## src/rtl/cia_pkg.sv

```systemverilog
`default_nettype none
// ----------------------------------------------------------------------------
// Module      : cia_pkg
// Description : Shared constants and types for the CIA serial port slice:
//               SDR width, CRA bit indices, serial FSM states and register
//               offsets of the blocks that sit next to the serial port.
// Revision    : 1.0 - initial release
// ----------------------------------------------------------------------------
package cia_pkg;

  localparam int SDR_BITS = 8;

  // Control register A bit positions
  localparam int CRA_START   = 0;
  localparam int CRA_RUNMODE = 3;
  localparam int CRA_LOAD    = 4;
  localparam int CRA_SPMODE  = 6;

  // Register offsets within the CIA address map
  localparam logic [3:0] REG_TALO = 4'h4;
  localparam logic [3:0] REG_TAHI = 4'h5;
  localparam logic [3:0] REG_SDR  = 4'hC;
  localparam logic [3:0] REG_CRA  = 4'hE;

  // Output-mode shifter states
  typedef enum logic [0:0] {
    IDLE  = 1'b0,
    SHIFT = 1'b1
  } sp_state_e;

endpackage : cia_pkg
`default_nettype wire

```

## src/rtl/cia_pin_sync.sv

```systemverilog
`default_nettype none
// ----------------------------------------------------------------------------
// Module      : cia_pin_sync
// Description : Multi-stage synchroniser for an asynchronous pin followed by
//               a rising-edge detector on the synchronised level. Flops reset
//               to the pin's idle level so no false edge follows reset.
// Revision    : 1.0 - initial release
// ----------------------------------------------------------------------------
module cia_pin_sync #(
  parameter int   STAGES     = 2,
  parameter logic IDLE_LEVEL = 1'b1
) (
  input  logic clk,
  input  logic reset,
  input  logic clk7_en,
  input  logic pin,
  output logic sync,
  output logic rise
);

  logic [STAGES-1:0] chain;
  logic              prev;

  // Shift the pin through the synchroniser chain and keep the last level
  always_ff @(posedge clk) begin
    if (reset) begin
      chain <= {STAGES{IDLE_LEVEL}};
      prev  <= IDLE_LEVEL;
    end else if (clk7_en) begin
      chain <= {chain[STAGES-2:0], pin};
      prev  <= chain[STAGES-1];
    end
  end

  assign sync = chain[STAGES-1];
  assign rise = sync & ~prev;

endmodule : cia_pin_sync
`default_nettype wire

```

## src/rtl/cia_serialport.sv

```systemverilog
`default_nettype none
// ----------------------------------------------------------------------------
// Module      : cia_serialport
// Description : CIA serial data register and 8-bit shifter. In output mode
//               Timer A underflows clock bytes out MSB first on CNT/SP; in
//               input mode bytes are sampled on synchronised CNT rising edges.
//               A one-cycle irq pulse marks every completed byte.
// Revision    : 1.0 - initial release
// ----------------------------------------------------------------------------
module cia_serialport
  import cia_pkg::*;
#(
  parameter int BITS        = SDR_BITS,
  parameter int SYNC_STAGES = 2
) (
  input  logic            clk,
  input  logic            reset,
  input  logic            clk7_en,
  input  logic            wr,
  input  logic            sdr,
  input  logic [BITS-1:0] data_in,
  output logic [BITS-1:0] data_out,
  input  logic            tmra_ovf,
  input  logic            spmode,
  input  logic            cnt_in,
  input  logic            sp_in,
  output logic            cnt_out,
  output logic            sp_out,
  output logic            irq
);

  localparam int CW = $clog2(BITS + 1);
  localparam logic [CW-1:0] LAST_BIT = CW'(BITS - 1);

  sp_state_e       state,   state_nx;
  logic [BITS-1:0] sdr_reg, sdr_reg_nx;
  logic [BITS-1:0] shifter, shifter_nx;
  logic [CW-1:0]   bitcnt,  bitcnt_nx;
  logic            pending, pending_nx;
  logic            cnt_q,   cnt_nx;
  logic            sp_q,    sp_nx;
  logic            irq_q,   irq_nx;
  logic            spmode_q;

  logic            cnt_sync;
  logic            cnt_rise;
  logic            sp_sync;
  logic            sp_rise_unused;
  logic            sdr_write;
  logic            mode_change;
  logic [BITS-1:0] shifted_in;

  cia_pin_sync #(
    .STAGES     (SYNC_STAGES),
    .IDLE_LEVEL (1'b1)
  ) u_cnt_sync (
    .clk     (clk),
    .reset   (reset),
    .clk7_en (clk7_en),
    .pin     (cnt_in),
    .sync    (cnt_sync),
    .rise    (cnt_rise)
  );

  cia_pin_sync #(
    .STAGES     (SYNC_STAGES),
    .IDLE_LEVEL (1'b1)
  ) u_sp_sync (
    .clk     (clk),
    .reset   (reset),
    .clk7_en (clk7_en),
    .pin     (sp_in),
    .sync    (sp_sync),
    .rise    (sp_rise_unused)
  );

  assign sdr_write   = wr & sdr;
  assign mode_change = (spmode != spmode_q);
  assign shifted_in  = {shifter[BITS-2:0], sp_sync};

  // State register for the FSM and the whole serial datapath
  always_ff @(posedge clk) begin
    if (reset) begin
      state    <= IDLE;
      sdr_reg  <= '0;
      shifter  <= '0;
      bitcnt   <= '0;
      pending  <= 1'b0;
      cnt_q    <= 1'b1;
      sp_q     <= 1'b1;
      irq_q    <= 1'b0;
      spmode_q <= 1'b0;
    end else if (clk7_en) begin
      state    <= state_nx;
      sdr_reg  <= sdr_reg_nx;
      shifter  <= shifter_nx;
      bitcnt   <= bitcnt_nx;
      pending  <= pending_nx;
      cnt_q    <= cnt_nx;
      sp_q     <= sp_nx;
      irq_q    <= irq_nx;
      spmode_q <= spmode;
    end
  end

  // Next-state and datapath decisions for both transfer directions
  always_comb begin
    state_nx   = state;
    sdr_reg_nx = sdr_reg;
    shifter_nx = shifter;
    bitcnt_nx  = bitcnt;
    pending_nx = pending;
    cnt_nx     = cnt_q;
    sp_nx      = sp_q;
    irq_nx     = 1'b0;

    // CPU write first so that an input-mode completion below overrides it
    if (sdr_write) begin
      sdr_reg_nx = data_in;
    end

    if (mode_change) begin
      // Direction flip abandons any partial byte but keeps the register
      state_nx   = IDLE;
      shifter_nx = '0;
      bitcnt_nx  = '0;
      pending_nx = 1'b0;
      cnt_nx     = 1'b1;
      sp_nx      = 1'b1;
    end else if (spmode) begin
      case (state)
        IDLE: begin
          cnt_nx = 1'b1;
          if (tmra_ovf && pending) begin
            shifter_nx = sdr_reg;
            pending_nx = 1'b0;
            bitcnt_nx  = '0;
            cnt_nx     = 1'b0;
            sp_nx      = sdr_reg[BITS-1];
            state_nx   = SHIFT;
          end
        end
        SHIFT: begin
          if (tmra_ovf) begin
            if (!cnt_q) begin
              // CNT rising: a bit has been presented for a full half period
              cnt_nx = 1'b1;
              if (bitcnt == LAST_BIT) begin
                irq_nx    = 1'b1;
                bitcnt_nx = '0;
                if (pending) begin
                  // Back-to-back byte: next underflow drives the new MSB
                  shifter_nx = sdr_reg;
                  pending_nx = 1'b0;
                end else begin
                  state_nx = IDLE;
                end
              end else begin
                bitcnt_nx  = bitcnt + CW'(1);
                shifter_nx = shifter << 1;
              end
            end else begin
              // CNT falling: present the next bit on SP
              cnt_nx = 1'b0;
              sp_nx  = shifter[BITS-1];
            end
          end
        end
        default: state_nx = IDLE;
      endcase
    end else begin
      state_nx   = IDLE;
      pending_nx = 1'b0;
      cnt_nx     = 1'b1;
      sp_nx      = 1'b1;
      if (cnt_rise) begin
        shifter_nx = shifted_in;
        if (bitcnt == LAST_BIT) begin
          sdr_reg_nx = shifted_in;
          irq_nx     = 1'b1;
          bitcnt_nx  = '0;
        end else begin
          bitcnt_nx = bitcnt + CW'(1);
        end
      end
    end

    // A write only queues a transmission when the direction is stable output
    if (sdr_write && spmode && !mode_change) begin
      pending_nx = 1'b1;
    end
  end

  assign data_out = (~wr & sdr) ? sdr_reg : '0;
  assign cnt_out  = cnt_q;
  assign sp_out   = sp_q;
  assign irq      = irq_q;

endmodule : cia_serialport
`default_nettype wire

```

## config.mk

```make
export PLATFORM = sky130hd
export DESIGN_NAME = cia_serialport
export DESIGN_NICKNAME = d
export VERILOG_FILES = /design/src/rtl/cia_pkg.sv /design/src/rtl/cia_pin_sync.sv /design/src/rtl/cia_serialport.sv
export SDC_FILE = /design/constraint.sdc
export NUM_CORES = 1
export LEC_CHECK = 0
export ABC_AREA = 1
export BUFFER_PORTS_ARGS = -buffer_cell sky130_fd_sc_hd__buf_2
export CELL_PAD_IN_SITES_DETAIL_PLACEMENT = 0
export CELL_PAD_IN_SITES_GLOBAL_PLACEMENT = 1
export CORE_ASPECT_RATIO = 0.6
export CORE_UTILIZATION = 39
export CTS_BUF_LIST = sky130_fd_sc_hd__clkbuf_16
export DETAILED_ROUTE_END_ITERATION = 8
export PLACE_DENSITY = 0.82
export SYNTH_ARGS = -nofsm -noshare
export SYNTH_HDL_FRONTEND = slang
export SYNTH_SLANG_ARGS = --single-unit
```

## constraint.sdc

```tcl
create_clock -name clk -period 2 [get_ports clk]
set_clock_uncertainty 0.05 [all_clocks]
set_input_delay 0.3 -clock clk [delete_from_list [all_inputs] [get_ports clk]]
set_output_delay 0.3 -clock clk [all_outputs]
set_load 0.005 [all_outputs]
```

* After elaboration in Yosys (flattened, before gate mapping)
Cells that the tools add are included.
** Word-level totals
- Logic and storage cells :: 98
- Memory bits (read-only) :: 0
- Flip-flop bits (word level) :: 31
- Latch bits :: 0
- Bits in writable memories :: 0
- Memories :: 0
** Operators by class
- Div/mod/pow operators :: 0
- Shifts and indexed selects :: 0
- $add $sub $neg :: 1
- Equal/unequal tests :: 11
- Mux-type cells :: 58
- Reductions and logical operators :: 10
- Bitwise gates (word level) :: 6
- Order comparisons :: 0
- Multipliers :: 0
** Operators by type and width (count)
- $mux 8 :: 14
- $mux 1 :: 31
- $mux 4 :: 7
- $pmux 8 s2 :: 1
- $ne 5x3->1 const B :: 2
- $ne 5x5->1 const B :: 2
- $reduce_and 5->1 :: 2
- $ne 4x3->1 const B :: 2
- $pmux 1 s2 :: 4
- $pmux 4 s2 :: 1
- $reduce_and 6->1 :: 1
- $ne 5x2->1 const B :: 1
- $add 4x1->4 const B :: 1
- $eq 4x3->1 const B :: 1
- $ne 4x2->1 const B :: 1
- $ne 4x4->1 const B :: 1
- $reduce_and 4->1 :: 1
- $and 1x1->1 :: 3
- $logic_and 1x1->1 :: 3
- $not 1->1 :: 3
- $reduce_bool 3->1 :: 1
- $reduce_and 2->1 :: 1
- $logic_not 1->1 :: 1
- $ne 1x1->1 :: 1

* Logic depth before layout (Yosys ltp)
Gate-level depths: netlist of the first run.
- Depth in word-level cells :: 8
- Depth in mapped cells :: 10
- Mapped depth without buffers :: 9

* Hierarchy
A second synthesis of the first run with hierarchy kept.
** Unflattened totals
- Cell total of the unflattened synthesis :: 275
- Area, all modules :: 1849.3 um^2
** By module, submodules not included
- cia_serialport :: area an instance 1624.1 um^2, instances 1, cells an instance 243
- cia_pin_sync :: area an instance 112.6 um^2, instances 2, cells an instance 16

* Worst setup path after synthesis of the first run
Ideal clock, no wire load.
- Kind :: input to register
- Start :: input spmode
- End :: register shifter[0]
- Cell stages on the path :: 8
- Setup slack :: 0.470 ns
- Library setup time :: 0.070 ns
- Data arrival time :: 1.410 ns
- Cells stage by stage :: ha_1 > inv_1 > nand2_1 > o21ai_1 > inv_2 > nand3b_2 > nand2_1 > a21oi_1
** On the way
- Longest elaborated chain between the ends :: 3
- Elaborated cells on any way between the ends :: 9
- Those cells by class :: eq/ne (5); mux (2); reduce/logical (2)
** RTL lines
- start, declared :: RTL line cia_serialport.sv:24 : input logic spmode,
- $ne 1x1->1 :: RTL line cia_serialport.sv:78 : assign mode_change = (spmode != spmode_q);
- $ne 5x5->1 (no source line) (tied with other cells)
- $reduce_and 6->1 (no source line)
- end signal, assigned :: RTL line cia_serialport.sv:96 : shifter <= shifter_nx;
- end, declared :: RTL line cia_serialport.sv:37 : logic [BITS-1:0] shifter, shifter_nx;
Parallel ways exist; a longest one is shown, timed or not.
A chain may end at the register's enable or synchronous reset.

* Worst setup path after layout of the first run
- Start :: register spmode_q
- End :: register shifter[2]
** On the way
- Longest elaborated chain between the ends :: 3
- Elaborated cells on any way between the ends :: 8
- Those cells by class :: eq/ne (5); mux (1); reduce/logical (2)
** RTL lines
- start, declared :: RTL line cia_serialport.sv:43 : logic spmode_q;
- start signal, assigned :: RTL line cia_serialport.sv:102 : spmode_q <= spmode;
- $ne 1x1->1 (*) :: RTL line cia_serialport.sv:78
- $ne 5x5->1 (no source line) (tied with other cells)
- $reduce_and 6->1 (no source line)
Mark *: on every way between the ends. The rest lies on a longest branch, timed or not.

==> load_flow_metrics.sql, run 1 <==
INSERT INTO impl_metrics (metric_group, metric, value, unit) VALUES
('worst_setup_path', 'cpMaxStageDelayCell', 'sky130_fd_sc_hd__ha_1', ''),
('logic_synthesis', 'post-synth-top-area-cell', 'sky130_fd_sc_hd__dfxtp_1', ''),
('sta', 'period_utilization', '87.2', '%'),
('cts', 'ctsResizeCount', '0', ''),
('cts', 'worst_skew_pair.late_latency', '270', 'ps'),
('cells_and_area', 'fin_util', '49.8', '%'),
('power', 'power.density', '817', 'mW/mm^2'),
('global_routing', 'first_global_vias', '1444', ''),
('worst_setup_path', 'critical-path-top-delay-family', 'compound AO/OA/AOI/OAI gates', ''),
('die', 'std_cell_rows', '18', ''),
('cells_and_area', 'layout.filler_cells', '447', ''),
('place', 'finalWeightedCongestion', '0.833', ''),
('power', 'logic_gate_share_of_total_power', '12.1', '%'),
('place', 'numPortBuffers', '27', ''),
('cts', 'cts_hold_buffers', '0', ''),
('die', 'placeableCoreArea', '0.00421', 'sq mm'),
('cts', 'cts_inserted_buffers', '5', ''),
('logic_synthesis', 'synth.cell_area', '0.00175', 'sq mm'),
('die', 'dieWidth', '88.5', 'um'),
('die', 'fp.dieArea', '0.00477', 'sq mm'),
('sta', 'worstMarginPinSlew', '492', 'ps'),
('drt', 'drt-total-wl', '4390', 'um'),
('cts', 'tritoncts_clock_tree', 'yes', ''),
('die', 'io-pin-count', '28', ''),
('worst_setup_path', 'worst_setup_path_end_kind', 'flip-flop', ''),
('logic_synthesis', 'synth-warning-count', '0', ''),
('power', 'netSwitchingFraction', '24.3', '%'),
('power', 'power.net_switching', '0.417', 'mW'),
('logic_synthesis', 'synth.net_count', '286', ''),
('worst_setup_path', 'arrival', '1890', 'ps'),
('cells_and_area', 'layout-drive-gt1-share', '19.3', '%'),
('power', 'total_power', '1.71', 'mW'),
('cts', 'numClockSinks', '31', ''),
('worst_setup_path', 'start_kind', 'flip-flop', ''),
('cells_and_area', 'nets', '314', ''),
('power', 'pwr-share-seq', '38.9', '%'),
('sta', 'grt_setup_unrepaired', 'no', ''),
('drt', 'count_of_nets_left_with_antenna_violations_after_detail_routing', '0', ''),
('global_routing', 'grt_pass1_wl', '7150', 'um'),
('global_routing', 'grt-busiest-layer', 'met1', ''),
('worst_setup_path', 'worst-path-max-fanout', '8', ''),
('logic_synthesis', 'synthTopCellsByArea', 'sky130_fd_sc_hd__dfxtp_1 (35%), sky130_fd_sc_hd__nand2_1 (14%), sky130_fd_sc_hd__a21oi_1 (10%), sky130_fd_sc_hd__nand3_1 (6.9%), sky130_fd_sc_hd__inv_1 (5.6%)', ''),
('sta', 'setup-tns-final', '0', 'ps'),
('sta', 'timing.slew.headroom', '67.1', '%'),
('logic_synthesis', 'synthesized_instance_count', '267', ''),
('cts', 'cts_buffer_depth', '2', ''),
('drt', 'drt_pass1_iterations', '4', ''),
('cts', 'cts_setup_buffers', '0', ''),
('power', 'p_leak', '0.889', 'nW'),
('outcome', 'outcome', 'finished clean', ''),
('place', 'place.detailed.hpwl', '3380', 'um'),
('global_routing', 'grt.met3_usage', '5.21', '%'),
('power', 'power_report.internal_total', '1.30', 'mW'),
('global_routing', 'grt_use_total', '20.6', '%'),
('global_routing', 'grt_max_degree', '21', ''),
('logic_synthesis', 'postSynthRegisterBits', '31', ''),
('cells_and_area', 'final_area', '0.00210', 'sq mm'),
('cells_and_area', 'post_layout_nonfiller_instances', '356', ''),
('place', 'placement.cell_area', '0.00193', 'sq mm'),
('die', 'die_h', '53.9', 'um'),
('drt', 'post_drt_via_cell_ratio', '4.81', ''),
('worst_setup_path', 'cp_common_cell', 'sky130_fd_sc_hd__nand2_1', ''),
('cts', 'ctsRootBufferMaster', 'sky130_fd_sc_hd__clkbuf_16', ''),
('power', 'vdd.ir_drop.worst', '0.000417', 'V'),
('logic_synthesis', 'synth_seq_area_share', '35.4', '%'),
('place', 'post-place-cells', '348', ''),
('worst_setup_path', 'kind_of_critical_path', 'flip-flop to flip-flop', ''),
('run', 'maxCapViolCount', '0', ''),
('die', 'initial_utilization', '41.6', '%'),
('logic_synthesis', 'postSynthAreaPerCell', '6.56', 'sq um'),
('sta', 'post-route-min-period', '1740', 'ps');
[synth_stat cells]
master,instances
sky130_fd_sc_hd__nor2_8,1
sky130_fd_sc_hd__o211ai_1,4
sky130_fd_sc_hd__nand4_1,1
sky130_fd_sc_hd__nand3_4,1
sky130_fd_sc_hd__a21oi_1,35
sky130_fd_sc_hd__nand2_1,66
sky130_fd_sc_hd__inv_2,4
sky130_fd_sc_hd__or2_2,1
sky130_fd_sc_hd__nor2_4,2
sky130_fd_sc_hd__nand2_4,1
sky130_fd_sc_hd__nand3_1,24
sky130_fd_sc_hd__nand3b_2,1
sky130_fd_sc_hd__dfxtp_1,31
sky130_fd_sc_hd__o21ai_0,5
sky130_fd_sc_hd__o21ai_1,15
sky130_fd_sc_hd__buf_4,1
sky130_fd_sc_hd__clkbuf_1,6
sky130_fd_sc_hd__nor2_2,2
sky130_fd_sc_hd__buf_6,2
sky130_fd_sc_hd__buf_2,1
sky130_fd_sc_hd__nand2_2,5
sky130_fd_sc_hd__ha_1,2
sky130_fd_sc_hd__inv_1,26
sky130_fd_sc_hd__nor2_1,26
sky130_fd_sc_hd__nor3_1,2
sky130_fd_sc_hd__a31oi_1,1
sky130_fd_sc_hd__nand3_2,1
[path summary, 6_finish.rpt]
kind | start | endpoint | slack, ps | depth (start not counted)
worst max register to register | spmode_q | shifter[2] | 260 | 8
worst min register to register | sp_out | sp_out | 400 | 2
worst max-delay path | spmode_q | shifter[2] | 260 | 8
worst min-delay path | cnt_in | u_cnt_sync.chain[0] | 180 | 3
[worst register-to-register path, stage by stage, from the launching register on]
cell,delay [ps]
sky130_fd_sc_hd__dfxtp_1,330
sky130_fd_sc_hd__ha_1,350
sky130_fd_sc_hd__inv_1,150
sky130_fd_sc_hd__nand2_1,70
sky130_fd_sc_hd__o21ai_1,230
sky130_fd_sc_hd__inv_2,90
sky130_fd_sc_hd__nand3b_2,180
sky130_fd_sc_hd__nand2_1,80
sky130_fd_sc_hd__a21oi_1,160
[routing by layer]
metal  wire [um]  vias to the layer above
li1            -                      924
met1        2550                      737
met2        1570                       50
met3         260                        2
met4          12                        0
met5           0                        -
[area by class of cell]
class                   instances  area (sq um)  share of cell area (%)
inverters                      30           113                    5.37
flip-flops and latches         31           621                    29.6
clock inverters                 3          38.8                    1.85
clock buffers                   5           125                    5.96
well taps                      60          75.1                    3.58
multi-input cells             196           961                    45.8
repair buffers                 31           165                    7.87
[layout by cell type (no fill, tap or decap), drive strengths merged]
master and n:
a21oi 35, buf 31, o21ai 20, nand2 72, nor2 31, nand3 26
ha 2, inv 30, bufinv 1, nor3 2, nand3b 1, clkbuf 5
dfxtp 31, clkinv 2, o211ai 4, or2 1, nand4 1, a31oi 1
[power by group through the flow]
stage / clock [mW] / combinational (mW) / sequential [mW]
final: 0.839 / 0.208 / 0.668
after detailed placement: 0 / 0.208 / 0.680
after floorplan: 0 / 0.153 / 0.671
after global placement: 0 / 0.207 / 0.680
after CTS: 0.849 / 0.208 / 0.667
after global routing: 0.890 / 0.238 / 0.670
[through the flow]
step,hold slack [ps],setup WS [ps]
final,185,256
after global routing,198,96.5
after CTS,183,244
after detailed placement,394,164
after global placement,387,225
after floorplan,376,470
[cells by family (layout without fill, tap and decap cells)]
kind of cell	Yosys count	count (layout)	share of synthesized area [%]
fa+ha+maj	2	2	1.43
simple gates	134	134	35.6
compound gates	60	60	17.8
buf+inv	40	69	9.71
flops	31	31	35.4
No activity file was read; power rests on OpenSTA's default activity.
==> run 2: changes to the inputs <==
--- a/config.mk
+++ b/config.mk
@@ -5,15 +5,14 @@
 export SDC_FILE = /design/constraint.sdc
 export NUM_CORES = 1
 export LEC_CHECK = 0
-export ABC_AREA = 1
 export BUFFER_PORTS_ARGS = -buffer_cell sky130_fd_sc_hd__buf_2
 export CELL_PAD_IN_SITES_DETAIL_PLACEMENT = 0
 export CELL_PAD_IN_SITES_GLOBAL_PLACEMENT = 1
 export CORE_ASPECT_RATIO = 0.6
-export CORE_UTILIZATION = 39
+export CORE_UTILIZATION = 42
 export CTS_BUF_LIST = sky130_fd_sc_hd__clkbuf_16
 export DETAILED_ROUTE_END_ITERATION = 8
-export PLACE_DENSITY = 0.82
+export PLACE_DENSITY = 0.83
 export SYNTH_ARGS = -nofsm -noshare
 export SYNTH_HDL_FRONTEND = slang
 export SYNTH_SLANG_ARGS = --single-unit
==> load_flow_metrics.sql, run 2 <==
INSERT INTO impl_metrics (metric_group, metric, value, unit) VALUES
('outcome', 'outcome', 'finished clean', ''),
('cells_and_area', 'layout-area-overhead-vs-synth', '23.0', '%'),
('sta', 'worstMarginPinSlew', '432', 'ps'),
('cts', 'cts_inserted_buffers', '5', ''),
('cells_and_area', 'most-common-layout-cells', 'sky130_fd_sc_hd__dfxtp_1 (30), sky130_fd_sc_hd__buf_2 (27), sky130_fd_sc_hd__a21oi_1 (24)', ''),
('power', 'power.net_switching', '0.360', 'mW'),
('sta', 'timing.slew.headroom', '71.1', '%'),
('die', 'fp.dieArea', '0.00469', 'sq mm'),
('place', 'finalWeightedCongestion', '0.836', ''),
('power', 'clock_power_share', '44.4', '%'),
('cts', 'worst_skew_pair.late_latency', '270', 'ps'),
('drt', 'route.met3.wl', '291', 'um'),
('power', 'p_leak', '0.887', 'nW'),
('logic_synthesis', 'synth_enable_flop_cells', '0', ''),
('logic_synthesis', 'synthTopCellsByArea', 'sky130_fd_sc_hd__dfxtp_1 (33%), sky130_fd_sc_hd__a21oi_1 (6.7%), sky130_fd_sc_hd__o211ai_1 (4.0%), sky130_fd_sc_hd__nand2_1 (3.8%), sky130_fd_sc_hd__o21ai_0 (3.5%)', ''),
('logic_synthesis', 'synth.net_count', '249', ''),
('cts', 'ctsRootBufferMaster', 'sky130_fd_sc_hd__clkbuf_16', ''),
('cells_and_area', 'fin_util', '54.7', '%'),
('die', 'std_cell_rows', '18', ''),
('run', 'maxCapViolCount', '0', ''),
('drt', 'drt-total-wl', '4850', 'um'),
('sta', 'timing_max_transition_violations_final', '0', ''),
('cells_and_area', 'layout-drive-gt1-share', '23.5', '%'),
('cells_and_area', 'nets', '284', ''),
('power', 'vdd.ir_drop.worst', '0.000366', 'V'),
('drt', 'wl_met1', '2700', 'um'),
('global_routing', 'grt_max_degree', '36', ''),
('worst_setup_path', 'worst_setup_path_end_kind', 'flip-flop', ''),
('sta', 'period_utilization', '97.1', '%'),
('logic_synthesis', 'postSynthAreaPerCell', '8.06', 'sq um'),
('power', 'power.density', '668', 'mW/mm^2'),
('global_routing', 'grt_antenna_before_repair', '0', ''),
('drt', 'top_layer', 'met4', ''),
('cts', 'cts_max_level', '2', ''),
('power', 'netSwitchingFraction', '23.7', '%'),
('hold_path', 'hp-class', 'input port to flip-flop', ''),
('logic_synthesis', 'synthesized_instance_count', '230', ''),
('die', 'initial_utilization', '44.5', '%'),
('sta', 'hold_viol', '0', ''),
('power', 'logic_gate_share_of_total_power', '12.6', '%'),
('place', 'pre_cts_slack', '-112', 'ps'),
('die', 'io-pin-count', '28', ''),
('cts', 'cts.clk_slew.worst_paths', '50', 'ps'),
('worst_setup_path', 'timing.critical_path.cells', 'ha_4, and2b_1, a221o_1, buf_6, or4b_1, a21oi_1', ''),
('sta', 'fin_hold_ws', '202', 'ps'),
('global_routing', 'first_global_vias', '1528', ''),
('global_routing', 'overflow_left_after_global_routing', '0', ''),
('drt', 'drt_iter0_markers', '214', ''),
('sta', 'setup-violations-final', '0', ''),
('sta', 'grt_setup_unrepaired', 'no', ''),
('place', 'place.detailed.hpwl', '3320', 'um'),
('worst_setup_path', 'cpPeakStageDelay', '490', 'ps'),
('logic_synthesis', 'dominant_cell_by_count_in_the_synthesized_netlist', 'sky130_fd_sc_hd__dfxtp_1', ''),
('drt', 'drt_pass1_iterations', '4', ''),
('die', 'placeableCoreArea', '0.00417', 'sq mm'),
('cells_and_area', 'n_antenna_cell', '0', ''),
('die', 'die_h', '53.5', 'um'),
('sta', 'finalWorstSetupSlack', '57.3', 'ps'),
('power', 'power_report.internal_total', '1.16', 'mW'),
('cts', 'cts_buffer_depth', '2', ''),
('sta', 'setup-tns-final', '0', 'ps'),
('global_routing', 'grt_use_total', '22.5', '%'),
('cells_and_area', 'register_area', '622', 'sq um'),
('logic_synthesis', 'synth-warning-count', '0', ''),
('place', 'numPortBuffers', '27', ''),
('drt', 'met2_wirelength', '1830', 'um'),
('logic_synthesis', 'synth_async_sr_flop_share', '0', '%'),
('logic_synthesis', 'synthDominantCellAreaShare', '33.5', '%'),
('cells_and_area', 'mostFrequentLayoutCell', 'sky130_fd_sc_hd__dfxtp_1', ''),
('worst_setup_path', 'arrival', '2090', 'ps'),
('worst_setup_path', 'start_kind', 'flip-flop', ''),
('logic_synthesis', 'synth_ff_type', 'sky130_fd_sc_hd__dfxtp_1', ''),
('worst_setup_path', 'kind_of_critical_path', 'flip-flop to flip-flop', ''),
('logic_synthesis', 'synthDistinctLibCells', '44', ''),
('die', 'dieWidth', '87.8', 'um'),
('cells_and_area', 'layout.filler_cells', '399', ''),
('worst_setup_path', 'worst-path-max-fanout', '5', ''),
('cts', 'numClockSinks', '31', ''),
('sta', 'post-route-min-period', '1940', 'ps'),
('worst_setup_path', 'cpMaxStageDelayCell', 'sky130_fd_sc_hd__or4b_1', ''),
('global_routing', 'grt_pass1_wl', '7850', 'um'),
('logic_synthesis', 'synth.cell_area', '0.00185', 'sq mm'),
('logic_synthesis', 'synth_seq_area_share', '33.5', '%'),
('worst_setup_path', 'worst_ep_required_time', '2150', 'ps'),
('drt', 'count_of_nets_left_with_antenna_violations_after_detail_routing', '0', ''),
('power', 'pwr-share-seq', '42.9', '%'),
('sta', 'clock.fmax', '515', 'MHz'),
('drt', 'number_of_drc_violations_after_detailed_routing', '0', ''),
('drt', 'routed-via-count', '1794', ''),
('drt', 'wl_per_cell', '15.0', 'um'),
('logic_synthesis', 'synth.top_cells.by_count', 'sky130_fd_sc_hd__dfxtp_1 (31), sky130_fd_sc_hd__a21oi_1 (25), sky130_fd_sc_hd__nand2_1 (19)', ''),
('logic_synthesis', 'post-synth-top-area-cell', 'sky130_fd_sc_hd__dfxtp_1', ''),
('cts', 'tritoncts_clock_tree', 'yes', ''),
('cells_and_area', 'area_occupied_by_multi_input_gates', '0.00117', 'sq mm'),
('logic_synthesis', 'postSynthRegisterBits', '31', ''),
('drt', 'post_drt_via_cell_ratio', '5.54', '');
==> run 2: cell types whose count changed in the layout (fill, tap and decap cells not counted), sizes merged, moves of 10 or more <==
cell / previous run / this run
nand2: 72 / 20
inv: 30 / 4
nor2: 31 / 6
nand3: 26 / 12
nor2b: 0 / 10
a21oi: 35 / 25
buf: 31 / 45
and2: 0 / 10
==> run 2: stage by stage <==
step / total power [mW] / area [sq um] / std cells
after CTS: 1.53 / 2250 / 323
after detailed placement: 0.848 / 2120 / 317
after global routing: 1.59 / 2280 / 324
after global placement: 0.847 / 2120 / 317
after floorplan: 0.779 / 1850 / 230
final: 1.52 / 2280 / 324
==> run 2: what timing repair did <==
action                                 in CTS  in global routing
buffers inserted                            0                  1
resized for setup                           0                  6
hold buffers                                0                  0
endpoints found under the hold margin       0                  0
setup endpoints to repair                   3                  4
pin swaps                                   1                  6
cloned                                      0                  0
==> run 2: power by group through the flow <==
stage / Clock, mW / Combinational [mW] / Sequential [mW]
floorplan: 0 / 0.119 / 0.660
global placement: 0 / 0.181 / 0.665
detailed placement: 0 / 0.183 / 0.665
CTS: 0.693 / 0.184 / 0.653
global route: 0.728 / 0.210 / 0.655
finish: 0.677 / 0.192 / 0.654
==> run 2: kinds of logic (layout without fill, tap and decap cells) <==
group                    count (synthesis)  after routing  synth area share [%]
AO/OA/AOI/OAI                           84             84                  30.0
flip-flops                              31             31                  33.5
buffers and inverters                   20             54                  4.52
multiplexers                             6              6                  3.24
adder cells (fa/ha/maj)                  2              2                  1.35
AND/OR/NAND/NOR                         87             87                  27.5
==> run 2: path summary, 6_finish.rpt <==
kind / start / to / slack, ps / cells past startpoint
worst max-delay path: spmode_q / bitcnt[1] / 60 / 6
worst min-delay path: cnt_in / u_cnt_sync.chain[0] / 200 / 3
worst max register to register: spmode_q / bitcnt[1] / 60 / 6
worst min register to register: sp_out / sp_out / 410 / 1
==> run 2: cell type report <==
cell class,instances,share of cell area [%]
multi-input cells,179,51.3
flip-flops and latches,31,27.3
repair buffers,45,12.0
clock buffers,5,5.49
well taps,60,3.29
inverters,3,0.494
clock inverters,1,0.165
==> run 2: critical path, delay by kind of cell, from the launching register on <==
| family | cells | cell delay [ps] |
|---|---|---|
| and+or+nand+nor | 2 | 650 |
| adders and majority gates | 1 | 150 |
| DFF | 1 | 330 |
| AOI/OAI and AO/OA | 2 | 530 |
| buffers and inverters | 1 | 150 |
==> run 2: per-layer routing <==
metal | vias to the layer above | track usage, %
li1 | 911 | -
met1 | 825 | 36.9
met2 | 54 | 27.5
met3 | 4 | 5.15
met4 | 0 | 4.92
met5 | - | 0
